--- src/rtl/regfile.sv ---
// regfile: general-purpose register file between decode and write-back.
//
// Two combinational read ports and one clocked write port. After reset
// deasserts, a clear sequencer zeroes entries 1..2**AW-1, one per cycle.
// The storage array therefore carries no reset and can map onto a plain
// memory. Entry 0 is hardwired to zero: it is never written and always
// reads as 0.
//
// Ports:
//   clk            clock, rising-edge active
//   rst            asynchronous active-low reset
//   we/waddr/wdata write-back write request (accepted only once ready)
//   re1/raddr1     read port 1 enable and address
//   rdata1         read port 1 data, combinational
//   re2/raddr2     read port 2 enable and address
//   rdata2         read port 2 data, combinational
//   ready          high once the post-reset clear has completed
//
// state    | meaning
// ---------+-------------------------------------------------------------
// ST_CLEAR | zeroing entry clr_ptr each cycle; writes dropped, reads 0
// ST_READY | normal operation; left only through rst

module regfile #(
    parameter int DW = 32,
    parameter int AW = 5
) (
    input  logic          clk,
    input  logic          rst,
    input  logic          we,
    input  logic [AW-1:0] waddr,
    input  logic [DW-1:0] wdata,
    input  logic          re1,
    input  logic [AW-1:0] raddr1,
    output logic [DW-1:0] rdata1,
    input  logic          re2,
    input  logic [AW-1:0] raddr2,
    output logic [DW-1:0] rdata2,
    output logic          ready
);

    localparam int DEPTH = 1 << AW;

    localparam logic [0:0] ST_CLEAR = 1'b0;
    localparam logic [0:0] ST_READY = 1'b1;

    localparam logic [AW-1:0] LAST_ADDR = '1;

    logic [0:0]    state;
    logic [AW-1:0] clr_ptr;
    logic [DW-1:0] mem [DEPTH];

    // The terminal compare sits at all-ones and the pointer holds there,
    // so it never wraps back to entry 0.
    always_ff @(posedge clk or negedge rst) begin
        if (!rst) begin
            state   <= ST_CLEAR;
            clr_ptr <= AW'(1);
        end else if (state == ST_CLEAR) begin
            if (clr_ptr == LAST_ADDR) begin
                state <= ST_READY;
            end else begin
                clr_ptr <= clr_ptr + AW'(1);
            end
        end
    end

    // Storage has no reset. While clearing, the sequencer owns the write
    // port and any write-back request is dropped.
    always_ff @(posedge clk) begin
        if (state == ST_CLEAR) begin
            mem[clr_ptr] <= '0;
        end else if (we && (waddr != '0)) begin
            mem[waddr] <= wdata;
        end
    end

    // Read ports: reset, clearing, disabled or address 0 all force zero.
    // A same-cycle write to the read address is forwarded from wdata.
    always_comb begin
        rdata1 = '0;
        if (rst && (state == ST_READY) && re1 && (raddr1 != '0)) begin
            if (we && (waddr == raddr1)) begin
                rdata1 = wdata;
            end else begin
                rdata1 = mem[raddr1];
            end
        end
    end

    always_comb begin
        rdata2 = '0;
        if (rst && (state == ST_READY) && re2 && (raddr2 != '0)) begin
            if (we && (waddr == raddr2)) begin
                rdata2 = wdata;
            end else begin
                rdata2 = mem[raddr2];
            end
        end
    end

    assign ready = (state == ST_READY);

endmodule

--- config.mk ---
export PLATFORM = sky130hd
export DESIGN_NAME = regfile
export DESIGN_NICKNAME = d
export VERILOG_FILES = /design/src/rtl/regfile.sv
export SDC_FILE = /design/constraint.sdc
export NUM_CORES = 1
export LEC_CHECK = 0
export ABC_CLOCK_PERIOD_IN_PS = 3400
export BUFFER_PORTS_ARGS = -buffer_cell sky130_fd_sc_hd__clkbuf_2
export CAP_MARGIN = 0
export CORE_ASPECT_RATIO = 0.75
export CORE_MARGIN = 2
export CORE_UTILIZATION = 57
export CTS_CLUSTER_SIZE = 14
export DETAILED_ROUTE_END_ITERATION = 10
export PLACE_DENSITY = 0.78
export SYNTH_ARGS = -nofsm -noshare
export SYNTH_HDL_FRONTEND = slang
export SYNTH_SLANG_ARGS = --single-unit
--- constraint.sdc ---
create_clock -name clk -period 3.4 [get_ports clk]
set_input_delay 0.68 -clock clk [delete_from_list [all_inputs] [get_ports clk]]
set_output_delay 0.68 -clock clk [all_outputs]
set_load 0.03 [all_outputs]
==> summary.log <==
[outcome] run status finished, violations left
[outcome] violated checks setup timing
[yosys] area leader, netlist sky130_fd_sc_hd__edfxtp_1
[setup_path] crit-path max cell delay 0.50 ns
[setup_path] data required time of the critical path 2.72 ns
[floorplan] initial core utilization 57.6%
[setup_path] internal reg-to-reg setup slack 0.56 ns
[yosys] average instance area after synthesis 18.6 um^2
[drt] DRC violation total after the first TritonRoute iteration 5396
[layout] layout cells sized above 1 40.5%
[power_and_ir_drop] total power consumption of the routed design 27700 uW
[yosys] Post-Synthesis Cells 2610
[place] Port Buffer Count 116
[drt] number of iterations in the first detailed-routing pass 6
[run] Max-cap violations 0
[layout] final non-filler cell area 59200 um^2
[layout] number of nets in the layout 3033
[grt] Tot GR Track Use 36.6%
[timing] accumulated negative setup slack -0.254 ns
[clocking] htree depth 3
[grt] Top Usage Layer GRT met2
[yosys] net count of the mapped netlist 2664
[timing] post-route minimum period 3.45 ns
[yosys] number of enable flip-flop cells after synthesis 1024
[timing] Worst Setup Slack, final -0.0533 ns
[setup_path] data arrival time of the critical path 2.77 ns
[drt] Detail Route Antenna Nets 0
[setup_path] CP cell instances buf_16 > buf_16 > buf_16 > mux4_2 > nor2b_1 > a211oi_2 > a21oi_1 > a221o_1 > clkbuf_8
[clocking] Num Clock Sinks 1030
[place] HPWL after detailed placement 91700 um
[place] instance area at placement 53600 um^2
[grt] number of antenna violations at the first check in global routing 2
[setup_path] type of element launching the critical path input port
[clocking] clock root buffer sky130_fd_sc_hd__clkbuf_16
[yosys] synth unique cells 57
[floorplan] area of the die 87600 um^2
[timing] setup repair after global routing missed its margin yes
[yosys] primary flip-flop cell chosen by synthesis mapping sky130_fd_sc_hd__edfxtp_1
[timing] number of endpoints failing setup at the final stage 13
[yosys] area share of the largest cell type after synthesis 63.3%
[place] RePlAce Congestion 0.905
[yosys] number of synthesized register bits 1030
[timing] Max-Slew Margin vs Limit 17.8%
[clocking] CTS clock-pin slew for the worst setup and hold paths 0.06 ns
[floorplan] die width 341 um
[power_and_ir_drop] maximum VDD drop 0.000448 V
[timing] Slew Viols, Final 0
[setup_path] endpoint class of the critical path output pin
[timing] number of endpoints with negative hold slack in the final report 0
[drt] detailed-route DRC error count 0
[yosys] Post-synth top cells sky130_fd_sc_hd__edfxtp_1, sky130_fd_sc_hd__mux4_2, sky130_fd_sc_hd__mux2i_1
[power_and_ir_drop] power density over cell area 468 nW/um^2
[drt] final routed wirelength across all metal layers 163000 um
[yosys] top area cells in the synthesized netlist sky130_fd_sc_hd__edfxtp_1, sky130_fd_sc_hd__mux4_2, sky130_fd_sc_hd__mux2i_1, sky130_fd_sc_hd__a22oi_1, sky130_fd_sc_hd__clkbuf_1
[floorplan] num rows 92
[drt] total via count in the routed design 31900
[grt] met3 global-route usage 13.6%
[grt] wire length of the first global-routing pass 227000 um
[setup_path] count of cells along the worst register-to-register path 4
[floorplan] core region area 84300 um^2
[drt] vias per cell 7.63
[yosys] number of synthesis warnings 0
[yosys] cell area after synthesis 48600 um^2
[grt] total overflow reported by the global router 0
[grt] met2 Use GR 54.4%
[setup_path] cell repeated most along the worst path sky130_fd_sc_hd__buf_16
[timing] pin slew with the least headroom to its limit 1.23 ns
[yosys] Seq/Total Area, Yosys 63.6%
[clocking] TritonCTS clock tree done
[setup_path] endpoint of the most critical register-to-register path mem[5][1]
[timing] portion of the clock cycle consumed by the worst path in the final layout 102%
[setup_path] type of the worst setup path in -> out
[setup_path] first element of the critical path raddr1[0]
[grt] met1 Resource Use GR 47.9%
[timing] final worst hold slack 0.110 ns
[floorplan] Top-Level Pins 117
[place] post-place setup slack -0.356 ns
[setup_path] CP max-delay cell sky130_fd_sc_hd__mux4_2
[timing] fmax 0.290 GHz
[layout] growth of design area from synthesis to finish 21.9%
[power_and_ir_drop] static power due to leakage 0.0212 uW
[clocking] Max clock buf depth 3
[clocking] insertion delay to the later sink of the worst-skew pair 0.69 ns
[floorplan] Chip Height 257 um
[grt] maximum number of pins on one net before global-route repair 50
[layout] number of fillers in the final layout 4870
[clocking] number of buffers added by the clock tree synthesis step 98
[timing] worst setup skew after layout 0.0389 ns
[yosys] share of flip-flops with an asynchronous set or reset 0.583%
[grt] via count of the first global-routing pass 32200
[setup_path] Max FO, Critical Path 8
[yosys] leading cell type by number of instances after synthesis sky130_fd_sc_hd__edfxtp_1
[drt] mean routed wirelength per cell 39.0 um
[setup_path] reg2reg start ready
[worst_hold_path] worst min-delay path category in -> async
==> sequential cells by signal (all words and copies together) (netlist names) <==
register,flops
mem,1024
ready,1
clr_ptr,5
==> layout by cell type (no fill, tap or decap), drive strengths merged, types with 31 or more instances in the layout <==
| cell type | count |
|---|---|
| mux2 | 34 |
| edfxtp | 1024 |
| a221oi | 31 |
| mux4 | 415 |
| a221o | 40 |
| a211oi | 52 |
| mux2i | 266 |
| o21ai | 33 |
| clkinv | 44 |
| and2 | 36 |
| a32o | 32 |
| a21oi | 70 |
| buf | 380 |
| a22oi | 97 |
| nor2b | 37 |
| nand2 | 49 |
| nor2 | 41 |
| clkbuf | 223 |
==> stage by stage <==
| step | util (%) | instances |
|---|---|---|
| 3_5_place_dp | 63.6 | 3902 |
| 6_report | 70.2 | 4180 |
| 4_1_cts | 69.1 | 4128 |
| 3_3_place_gp | 63.5 | 3901 |
| 2_1_floorplan | - | 2610 |
| 5_1_grt | 70.2 | 4180 |
==> per-layer routing <==
layer,vias up,wire (um)
li1,12000,-
met1,16100,52700
met2,3172,73100
met3,611,27500
met4,2,9520
met5,-,11
==> cell type report <==
cell class | instances | area, um^2 | area share [%]
flip-flops and latches | 1030 | 30900 | 52.2
clock inverters | 57 | 519 | 0.877
diodes | 1 | 2.50 | 0.00423
clock buffers | 115 | 2560 | 4.32
repair buffers | 496 | 6280 | 10.6
multi-input cells | 1346 | 17500 | 29.6
inverters | 7 | 26.3 | 0.0444
well taps | 1128 | 1410 | 2.38
==> how the worst max path moves through the flow <==
stage            endpoint  slack, ns  cells after the start
2_1_floorplan  mem[18][0]      -0.52                      7
3_3_place_gp   rdata1[18]      -0.51                      8
3_5_place_dp   rdata2[28]      -0.36                      8
4_1_cts         rdata1[3]      -0.07                     10
5_1_grt        rdata1[25]      -0.08                      9
6_report       rdata1[25]      -0.05                      9
==> power breakdown <==
part | switching, uW | leakage (uW) | internal, uW
Combinational | 1640 | 0.00902 | 1220
Clock | 4840 | 0.00151 | 5980
Sequential | 14.1 | 0.0107 | 14000
Total | 6490 | 0.0212 | 21200
==> worst max-delay path, delay by kind of cell <==
| kind | cells | cell delay, ns |
|---|---|---|
| AOI/OAI and AO/OA | 3 | 0.71 |
| buffers and inverters | 4 | 0.69 |
| muxes | 1 | 0.50 |
| and+or+nand+nor | 1 | 0.18 |
==> repair_timing <==
item                       CTS  global route
hold endpoints to repair     5             0
buffers inserted            42            43
hold buffers                 1             0
resized for setup          187           112
gates cloned                15            12
setup endpoints to repair   64            63
pin swaps                   21            35
==> kinds of logic (layout without fill, tap and decap cells) <==
logic type / after synthesis / count (layout) / synth area share [%]
and+or+nand+nor: 209 / 209 / 2.22
DFF: 1030 / 1030 / 63.6
AOI/OAI and AO/OA: 407 / 407 / 6.21
adders and majority gates: 2 / 2 / 0.0515
buffers and inverters: 234 / 675 / 2.13
other: 0 / 1 / 0
muxes: 715 / 715 / 25.5
xor gates and xnor gates: 13 / 13 / 0.234
No activity file was read; power rests on OpenSTA's default activity.
